### src/rtl/mem_wb_stage.sv
// mem_wb_stage: data-memory access and register write-back stage.
// Loads and stores go over a req/ack port; the stage stalls fetch/decode
// while an access is in flight. Non-memory instructions pass straight through.
// Optional feature macro: MEM_TIMEOUT_EN (abort a REQ after TIMEOUT cycles
// with no ack, raise sticky mem_err).
module mem_wb_stage #(
    parameter int DW      = 16,
    parameter int TIMEOUT = 255
) (
    input  logic          clk,
    input  logic          rst_n,
    input  logic [DW-1:0] ex_result,
    input  logic [DW-1:0] st_data,
    input  logic          mem_re,
    input  logic          mem_we,
    input  logic          rf_we_in,
    input  logic [3:0]    rf_dst_in,
    output logic          mem_req,
    output logic          mem_wr,
    output logic [DW-1:0] mem_addr,
    output logic [DW-1:0] mem_wdata,
    input  logic [DW-1:0] mem_rdata,
    input  logic          mem_ack,
    output logic          wb_en,
    output logic [3:0]    wb_dst,
    output logic [DW-1:0] wb_data,
    output logic          stall,
    output logic          mem_err
);

    typedef enum logic [1:0] {
        IDLE = 2'd0,
        REQ  = 2'd1,
        DONE = 2'd2
    } state_t;

    state_t        state;
    logic [DW-1:0] load_q;
    logic          aborted;   // current DONE came from a timeout, not an ack
    logic          mem_op;

    assign mem_op = mem_re | mem_we;

`ifdef MEM_TIMEOUT_EN
    localparam int CW = (TIMEOUT < 2) ? 1 : $clog2(TIMEOUT + 1);

    logic [CW-1:0] to_cnt;
    logic          abort_q;
    logic          err_q;

    assign aborted = abort_q;
    assign mem_err = err_q;

    // Count REQ cycles; abort once TIMEOUT of them pass without an ack.
    always_ff @(posedge clk) begin
        if (!rst_n) begin
            to_cnt  <= '0;
            abort_q <= 1'b0;
            err_q   <= 1'b0;
        end else begin
            case (state)
                IDLE: begin
                    to_cnt  <= '0;
                    abort_q <= 1'b0;
                end
                REQ: begin
                    if (!mem_ack) begin
                        if (to_cnt == CW'(TIMEOUT - 1)) begin
                            abort_q <= 1'b1;
                            err_q   <= 1'b1;
                        end else begin
                            to_cnt <= to_cnt + 1'b1;
                        end
                    end
                end
                default: to_cnt <= '0;
            endcase
        end
    end

    wire to_fire = (state == REQ) && !mem_ack && (to_cnt == CW'(TIMEOUT - 1));
`else
    // No timeout: REQ waits forever. The TIMEOUT comparison folds to 0 and
    // only keeps the parameter referenced in this build.
    assign aborted = (TIMEOUT < 0);
    assign mem_err = 1'b0;
    wire to_fire = 1'b0;
`endif

    // Main FSM plus registered memory-port outputs and load register.
    always_ff @(posedge clk) begin
        if (!rst_n) begin
            state     <= IDLE;
            mem_req   <= 1'b0;
            mem_wr    <= 1'b0;
            mem_addr  <= '0;
            mem_wdata <= '0;
            load_q    <= '0;
        end else begin
            case (state)
                IDLE: begin
                    if (mem_op) begin
                        mem_addr  <= ex_result;
                        mem_wdata <= st_data;
                        mem_wr    <= mem_we;   // re+we together acts as store
                        mem_req   <= 1'b1;
                        state     <= REQ;
                    end
                end
                REQ: begin
                    if (mem_ack) begin
                        if (!mem_wr) load_q <= mem_rdata;
                        mem_req <= 1'b0;
                        state   <= DONE;
                    end else if (to_fire) begin
                        mem_req <= 1'b0;
                        state   <= DONE;
                    end
                end
                DONE:    state <= IDLE;   // inputs not sampled: no retrigger
                default: state <= IDLE;
            endcase
        end
    end

    assign wb_dst = rf_dst_in;

    // Write-back / stall mux; the IDLE non-memory path is fully combinational.
    always_comb begin
        wb_en   = 1'b0;
        wb_data = ex_result;
        stall   = 1'b0;
        if (rst_n) begin
            case (state)
                IDLE: begin
                    stall = mem_op;
                    wb_en = rf_we_in & ~mem_op;
                end
                REQ: stall = 1'b1;
                DONE: begin
                    if (aborted) begin
                        wb_data = '0;
                    end else if (!mem_wr) begin
                        wb_en   = rf_we_in;
                        wb_data = load_q;
                    end
                end
                default: ;
            endcase
        end
    end

endmodule
### config.mk
export PLATFORM = sky130hd
export DESIGN_NAME = mem_wb_stage
export DESIGN_NICKNAME = d
export VERILOG_FILES = /design/src/rtl/mem_wb_stage.sv
export SDC_FILE = /design/constraint.sdc
export NUM_CORES = 1
export LEC_CHECK = 0
export CAP_MARGIN = 20
export CORE_ASPECT_RATIO = 1.4
export CORE_MARGIN = 2
export CORE_UTILIZATION = 40
export DETAILED_ROUTE_END_ITERATION = 8
export PLACE_DENSITY_LB_ADDON = 0.05
export SETUP_SLACK_MARGIN = 0.05
export SYNTH_ARGS = -nofsm -noshare
export SYNTH_HDL_FRONTEND = slang
export SYNTH_SLANG_ARGS = --single-unit
### constraint.sdc
create_clock -name clk -period 2 [get_ports clk]
set_clock_uncertainty 0.1 [all_clocks]
set_input_delay 0.2 -clock clk [delete_from_list [all_inputs] [get_ports clk]]
set_output_delay 0.2 -clock clk [all_outputs]
set_load 0.05 [all_outputs]
==> results.py, run 1 <==
metrics = {
    "outcome": {
        "status": "complete, but fails checks",
        "failed_checks": "setup timing",
    },
    "setup_path": {
        "cp.arrival_ns": 1.71,
        "critPathMaxFanout": 6,
        "worst_setup_path_end_kind": "output port",
        "reg2reg_to": "mem_addr[9]",
        "reg2reg_slack_ns": 0.43,
        "reg2reg_depth": 5,
        "reg2reg_from": "state[1]",
        "path_class": "reg2out",
        "worstPathRequired_ns": 1.70,
        "cp-start-kind": "register",
    },
    "floorplanning": {
        "fp.dieW_um": 67.6,
        "start_util_pct": 41.4,
        "io_pins": 115,
        "num_rows": 32,
        "die_area_um2": 6300,
        "fp.dieH_um": 93.1,
        "core_area_um2": 5490,
    },
    "place": {
        "placed_area_um2": 3330,
        "pre_cts_ws_ns": 0.211,
        "io_buffers": 105,
        "place.gp.congestion": 0.812,
        "dp.final_hpwl_um": 4030,
    },
    "clock_network": {
        "cts_sinks": 52,
        "clockBufferDepth": 2,
        "htreeDepth": 2,
        "clk_pin_slew_ns": 0.09,
        "postCtsHoldBufs": 0,
        "clock_tree.root_cell": "clkbuf_8",
        "cts_made_buffers": 5,
        "clk_latency_ns": 0.31,
        "tritoncts": "yes",
    },
    "final_layout": {
        "layout_commonest_cell": "clkdlybuf4s50_1",
        "seq_area_um2": 1050,
        "antennaDiodeCount": 0,
        "synthToLayoutAreaGrowth_pct": 61.2,
        "fin_area_um2": 3660,
        "layout_common_cells": "clkdlybuf4s50_1, nand2_1, dfxtp_1",
        "fill_cells": 484,
        "drive_above_1_share_pct": 17.5,
        "utilization_pct": 66.7,
        "multi_input_area_um2": 1170,
        "finalNetCount": 412,
    },
    "detailed_routing": {
        "num_vias": 2033,
        "drc": 0,
        "wirelength_um": 5740,
        "drt-initial-drc-count": 88,
        "detail-route-antenna-nets": 0,
        "routedWlPerCell_um": 13.6,
        "vias_per_cell": 4.81,
        "first_pass_iters": 4,
    },
    "sta": {
        "worst_pin_slew_ns": 0.520,
        "slew_headroom_pct": 65.2,
        "fin_crit_sh_pct": 101,
        "slew_violations": 0,
        "setup_violations": 2,
        "fin_tns_setup_ns": -0.0171,
        "rsz0062_at_grt": "yes",
        "fin_crit_ns": 2.01,
        "setup_ws_ns": -0.0140,
        "fmax_mhz": 497,
        "hold_violations": 0,
    },
    "hold_path": {
        "hold_path_class": "in2out",
        "hold_end": "wb_dst[3]",
        "hold_path.startpoint": "rf_dst_in[3]",
        "hold_path_depth": 0,
    },
    "grt": {
        "track_usage_pct": 19.4,
        "grt_pass1_vias": 2017,
        "grt_overflow": 0,
        "antenna_found_initial": 0,
        "grt_start_max_net_pins": 103,
        "grt_pass1_wl_um": 9350,
    },
    "yosys": {
        "synth-simple-area-share_pct": 20.6,
        "ys_seq_elements": 52,
        "synthMuxAreaShare_pct": 22.1,
        "netlist_area_um2": 2270,
        "synth_cells": 254,
        "synth_compound_area_share_pct": 5.46,
        "synth_edf_count": 0,
        "synthXorXnorAreaFrac_pct": 0,
        "synth_top_flop_cell": "dfxtp_1",
        "yosysSeqAreaShare_pct": 45.9,
        "syn_nets": 312,
        "synth_fa_ha_area_share_pct": 0,
        "async_reset_ff_share_pct": 0,
        "synthDistinctLibCells": 23,
        "avgSynthCellArea_um2": 8.93,
        "synth_top_family_by_area": "multiplexers",
        "yosys_warnings": 0,
    },
    "power": {
        "power.density_nw_per_um2": 726,
        "ir_worst_vdd_v": 0.000441,
        "p_leak_nw": 1.53,
    },
    "run": {
        "drv_cap": 0,
    },
}
-- worst max-delay path by stage --
| stage | from | to | cells after the start |
|---|---|---|---|
| after floorplan | mem_wr | wb_data[0] | 4 |
| after global placement | state[1] | wb_data[4] | 5 |
| after detailed placement | state[1] | wb_data[3] | 5 |
| after CTS | mem_wr | wb_data[10] | 5 |
| after global routing | mem_wr | wb_data[9] | 5 |
| final | mem_wr | wb_data[9] | 5 |
-- per-layer routing --
layer | vias to the layer above | wire length, um | track usage, %
met4 | 0 | 107 | 7.31
met2 | 70 | 2900 | 32.8
met1 | 913 | 2290 | 22.4
met3 | 10 | 449 | 5.78
met5 | - | 0 | 0
li1 | 1040 | - | -
-- cell type report --
class | instances | area share [%]
clock inverters | 2 | 0.411
repair buffers | 117 | 34.5
flip-flops and latches | 52 | 28.6
clock buffers | 6 | 2.26
well taps | 68 | 2.33
multi-input cells | 178 | 31.9
-- flip-flops by register name, summed over array words and instances (netlist names) --
register	flops
load_q	16
mem_addr	16
mem_req	1
mem_wdata	16
mem_wr	1
state	2
-- per-stage QoR --
stage	cells	hold WS (ns)	power, W
after floorplan	254	0.240	0.00171
after global placement	412	0.300	0.00199
after detailed placement	412	0.300	0.00199
after CTS	422	0.300	0.00268
after global routing	423	0.300	0.00278
final	423	0.300	0.00266
-- what timing repair did --
item | 4_1_cts | 5_1_grt
endpoints found under the setup margin | 16 | 16
setup buffers | 2 | 1
resized for setup | 54 | 1
pin swaps | 1 | 1
-- critical path, cell delays in order, from the launching register on --
cell and delay, ns:
dfxtp_2 0.33, nand2b_4 0.14, nor3b_4 0.26, buf_6 0.19
mux2_4 0.33, buf_8 0.15
-- Yosys cell counts (2+ instances only) --
master    number  area, um2
buf_4          8       60.1
clkbuf_1      14       52.6
dfxtp_1       52       1040
mux2_2        16        180
mux2i_1       32        320
nand2_1       82        308
nand3_1       16       80.1
nor3b_1        2       15.0
o21a_1         3       22.5
o21ai_0       16       80.1
-- report_power, final --
group | internal (W) | switching, W
combinational | 0.000377 | 0.000490
clock | 0.000281 | 0.000352
sequential | 0.00111 | 0.0000425
total | 0.00177 | 0.000885
-- kinds of logic after synthesis --
group | after synthesis
other | 1
flip-flops | 52
buffers and inverters | 24
AO/OA/AOI/OAI | 22
multiplexers | 48
AND/OR/NAND/NOR | 107
(Power assumes the default switching activity.)
==> run 2, diff against run 1 <==
- CELL_PAD_IN_SITES_DETAIL_PLACEMENT: not set -> 1
- CELL_PAD_IN_SITES_GLOBAL_PLACEMENT: not set -> 1
- CORE_UTILIZATION: 40 -> 28
==> results.py, run 2 (synthesized netlist as in run 1, its figures left out) <==
metrics = {
    "sta": {
        "setup_violations": 16,
        "fin_crit_ns": 2.05,
        "setup_ws_ns": -0.0502,
        "hold_violations": 0,
        "fin_crit_sh_pct": 103,
        "worst_pin_slew_ns": 0.930,
        "slew_headroom_pct": 38.0,
        "rsz0062_at_grt": "yes",
        "slew_violations": 0,
        "fmax_mhz": 488,
    },
    "final_layout": {
        "largest_registers": "load_q (16), mem_addr (16), mem_wdata (16)",
        "fill_cells": 910,
        "drive_above_1_share_pct": 17.0,
        "finalNetCount": 411,
        "utilization_pct": 47.0,
        "layout_common_cells": "clkdlybuf4s50_1, nand2_1, dfxtp_1",
        "antennaDiodeCount": 0,
        "layout_commonest_cell": "clkdlybuf4s50_1",
        "synthToLayoutAreaGrowth_pct": 61.7,
    },
    "detailed_routing": {
        "wl_met2_um": 3290,
        "top_layer": "met4",
        "dr_wl_met3_um": 351,
        "routedWlPerCell_um": 14.6,
        "first_pass_iters": 4,
        "wirelength_um": 6600,
        "num_vias": 2057,
        "vias_per_cell": 4.54,
        "drc": 0,
        "detail-route-antenna-nets": 0,
        "drt-met1-wl_um": 2870,
        "drt-initial-drc-count": 88,
    },
    "clock_network": {
        "cts_sinks": 52,
        "postCtsHoldBufs": 0,
        "htreeDepth": 2,
        "clk_latency_ns": 0.30,
        "clockBufferDepth": 2,
        "tritoncts": "yes",
        "clk_pin_slew_ns": 0.09,
        "cts_made_buffers": 5,
        "clock_tree.root_cell": "clkbuf_8",
    },
    "setup_path": {
        "worst_setup_path_end_kind": "output port",
        "cp.arrival_ns": 1.75,
        "critPathMaxFanout": 6,
        "worstPathRequired_ns": 1.70,
        "path_class": "reg2out",
        "cp-start-kind": "register",
    },
    "outcome": {
        "failed_checks": "setup timing",
        "status": "complete, but fails checks",
    },
    "place": {
        "pre_cts_ws_ns": 0.197,
        "dp.final_hpwl_um": 4520,
        "place.gp.congestion": 0.800,
        "io_buffers": 105,
    },
    "hold_path": {
        "hold_path_class": "in2reg",
    },
    "floorplanning": {
        "core_area_um2": 7800,
        "die_area_um2": 8850,
        "fp.dieW_um": 80.1,
        "start_util_pct": 29.1,
        "num_rows": 38,
        "fp.dieH_um": 111,
        "io_pins": 115,
    },
    "power": {
        "p_leak_nw": 1.53,
        "power.density_nw_per_um2": 710,
        "ir_worst_vdd_v": 0.000362,
    },
    "grt": {
        "track_usage_pct": 15.3,
        "grt_start_max_net_pins": 96,
        "grt_overflow": 0,
        "grt_pass1_vias": 2118,
        "antenna_found_initial": 0,
        "grt_pass1_wl_um": 10700,
    },
    "run": {
        "drv_cap": 0,
    },
}
## run 2: cell types whose count changed in the layout (fill, tap and decap cells not counted)
cell,change
buf_2,-1
buf_4,+1
clkbuf_1,+1
clkbuf_8,-1
clkdlybuf4s50_1,-1
clkinv_2,+1
clkinvlp_4,-2
dfxtp_2,+1
dfxtp_4,-1
## run 2: layout make-up
type / instances / area, um2 / share of cell area (%)
Timing Repair Buffer: 116 / 1250 / 34.2
Multi-Input combinational cell: 178 / 1170 / 31.8
Sequential cell: 52 / 1040 / 28.5
Tap cell: 100 / 125 / 3.41
Clock buffer: 6 / 72.6 / 1.98
Clock inverter: 1 / 5.00 / 0.136
## run 2: path summary, 6_finish.rpt
| path | from | end | slack (ns) | cells after the start |
|---|---|---|---|---|
| worst min-delay path | rst_n | mem_addr[13] | 0.10 | 3 |
| worst max-delay path | mem_wr | wb_data[11] | -0.05 | 5 |
| worst min register to register | mem_wdata[9] | mem_wdata[9] | 0.36 | 2 |
| worst max register to register | state[1] | mem_wdata[3] | 0.40 | 5 |
## run 2: repair_timing
| item | 4_1_cts | 5_1_grt |
|---|---|---|
| pin swaps | 1 | 1 |
| setup buffers | 2 | 1 |
| gates cloned | 1 | 0 |
| gates resized for setup | 46 | 9 |
| setup endpoints to repair | 16 | 16 |
## run 2: through the flow
step                std cells  total power [W]  hold WS [ns]  setup TNS, ns  instance area, um2
floorplan                 254          0.00171         0.240              0                2270
global placement          442          0.00200         0.300              0                3360
detailed placement        442          0.00201         0.300              0                3360
CTS                       452          0.00264        0.0916          -1.43                3630
global route              453          0.00275         0.102          -2.05                3670
finish                    453          0.00260         0.103         -0.649                3670
## run 2: metal layers
| layer | up-vias | global-route usage (%) |
|---|---|---|
| met2 | 62 | 25.4 |
| met1 | 955 | 19.1 |
| met5 | - | 0 |
| met3 | 5 | 3.51 |
| met4 | 0 | 5.08 |
| li1 | 1035 | - |
## run 2: critical path, cell delays in order, from the launching register on
cell and delay (ns):
dfxtp_2 0.33, nand2b_4 0.15, nor3b_4 0.29, buf_6 0.20, mux2_4 0.32, buf_8 0.15
## run 2: where the power goes
part / switching (W) / internal, W / leakage, nW / total, W
combinational: 0.000498 / 0.000376 / 1.06 / 0.000875
clock: 0.000334 / 0.000239 / 0.0410 / 0.000573
sequential: 0.0000428 / 0.00111 / 0.428 / 0.00116
==> run 3, diff against run 2 <==
- CAP_MARGIN: 20 -> not set
==> results of run 3 <==
The final DEF is identical to that of run 2; final timing and power are the same.
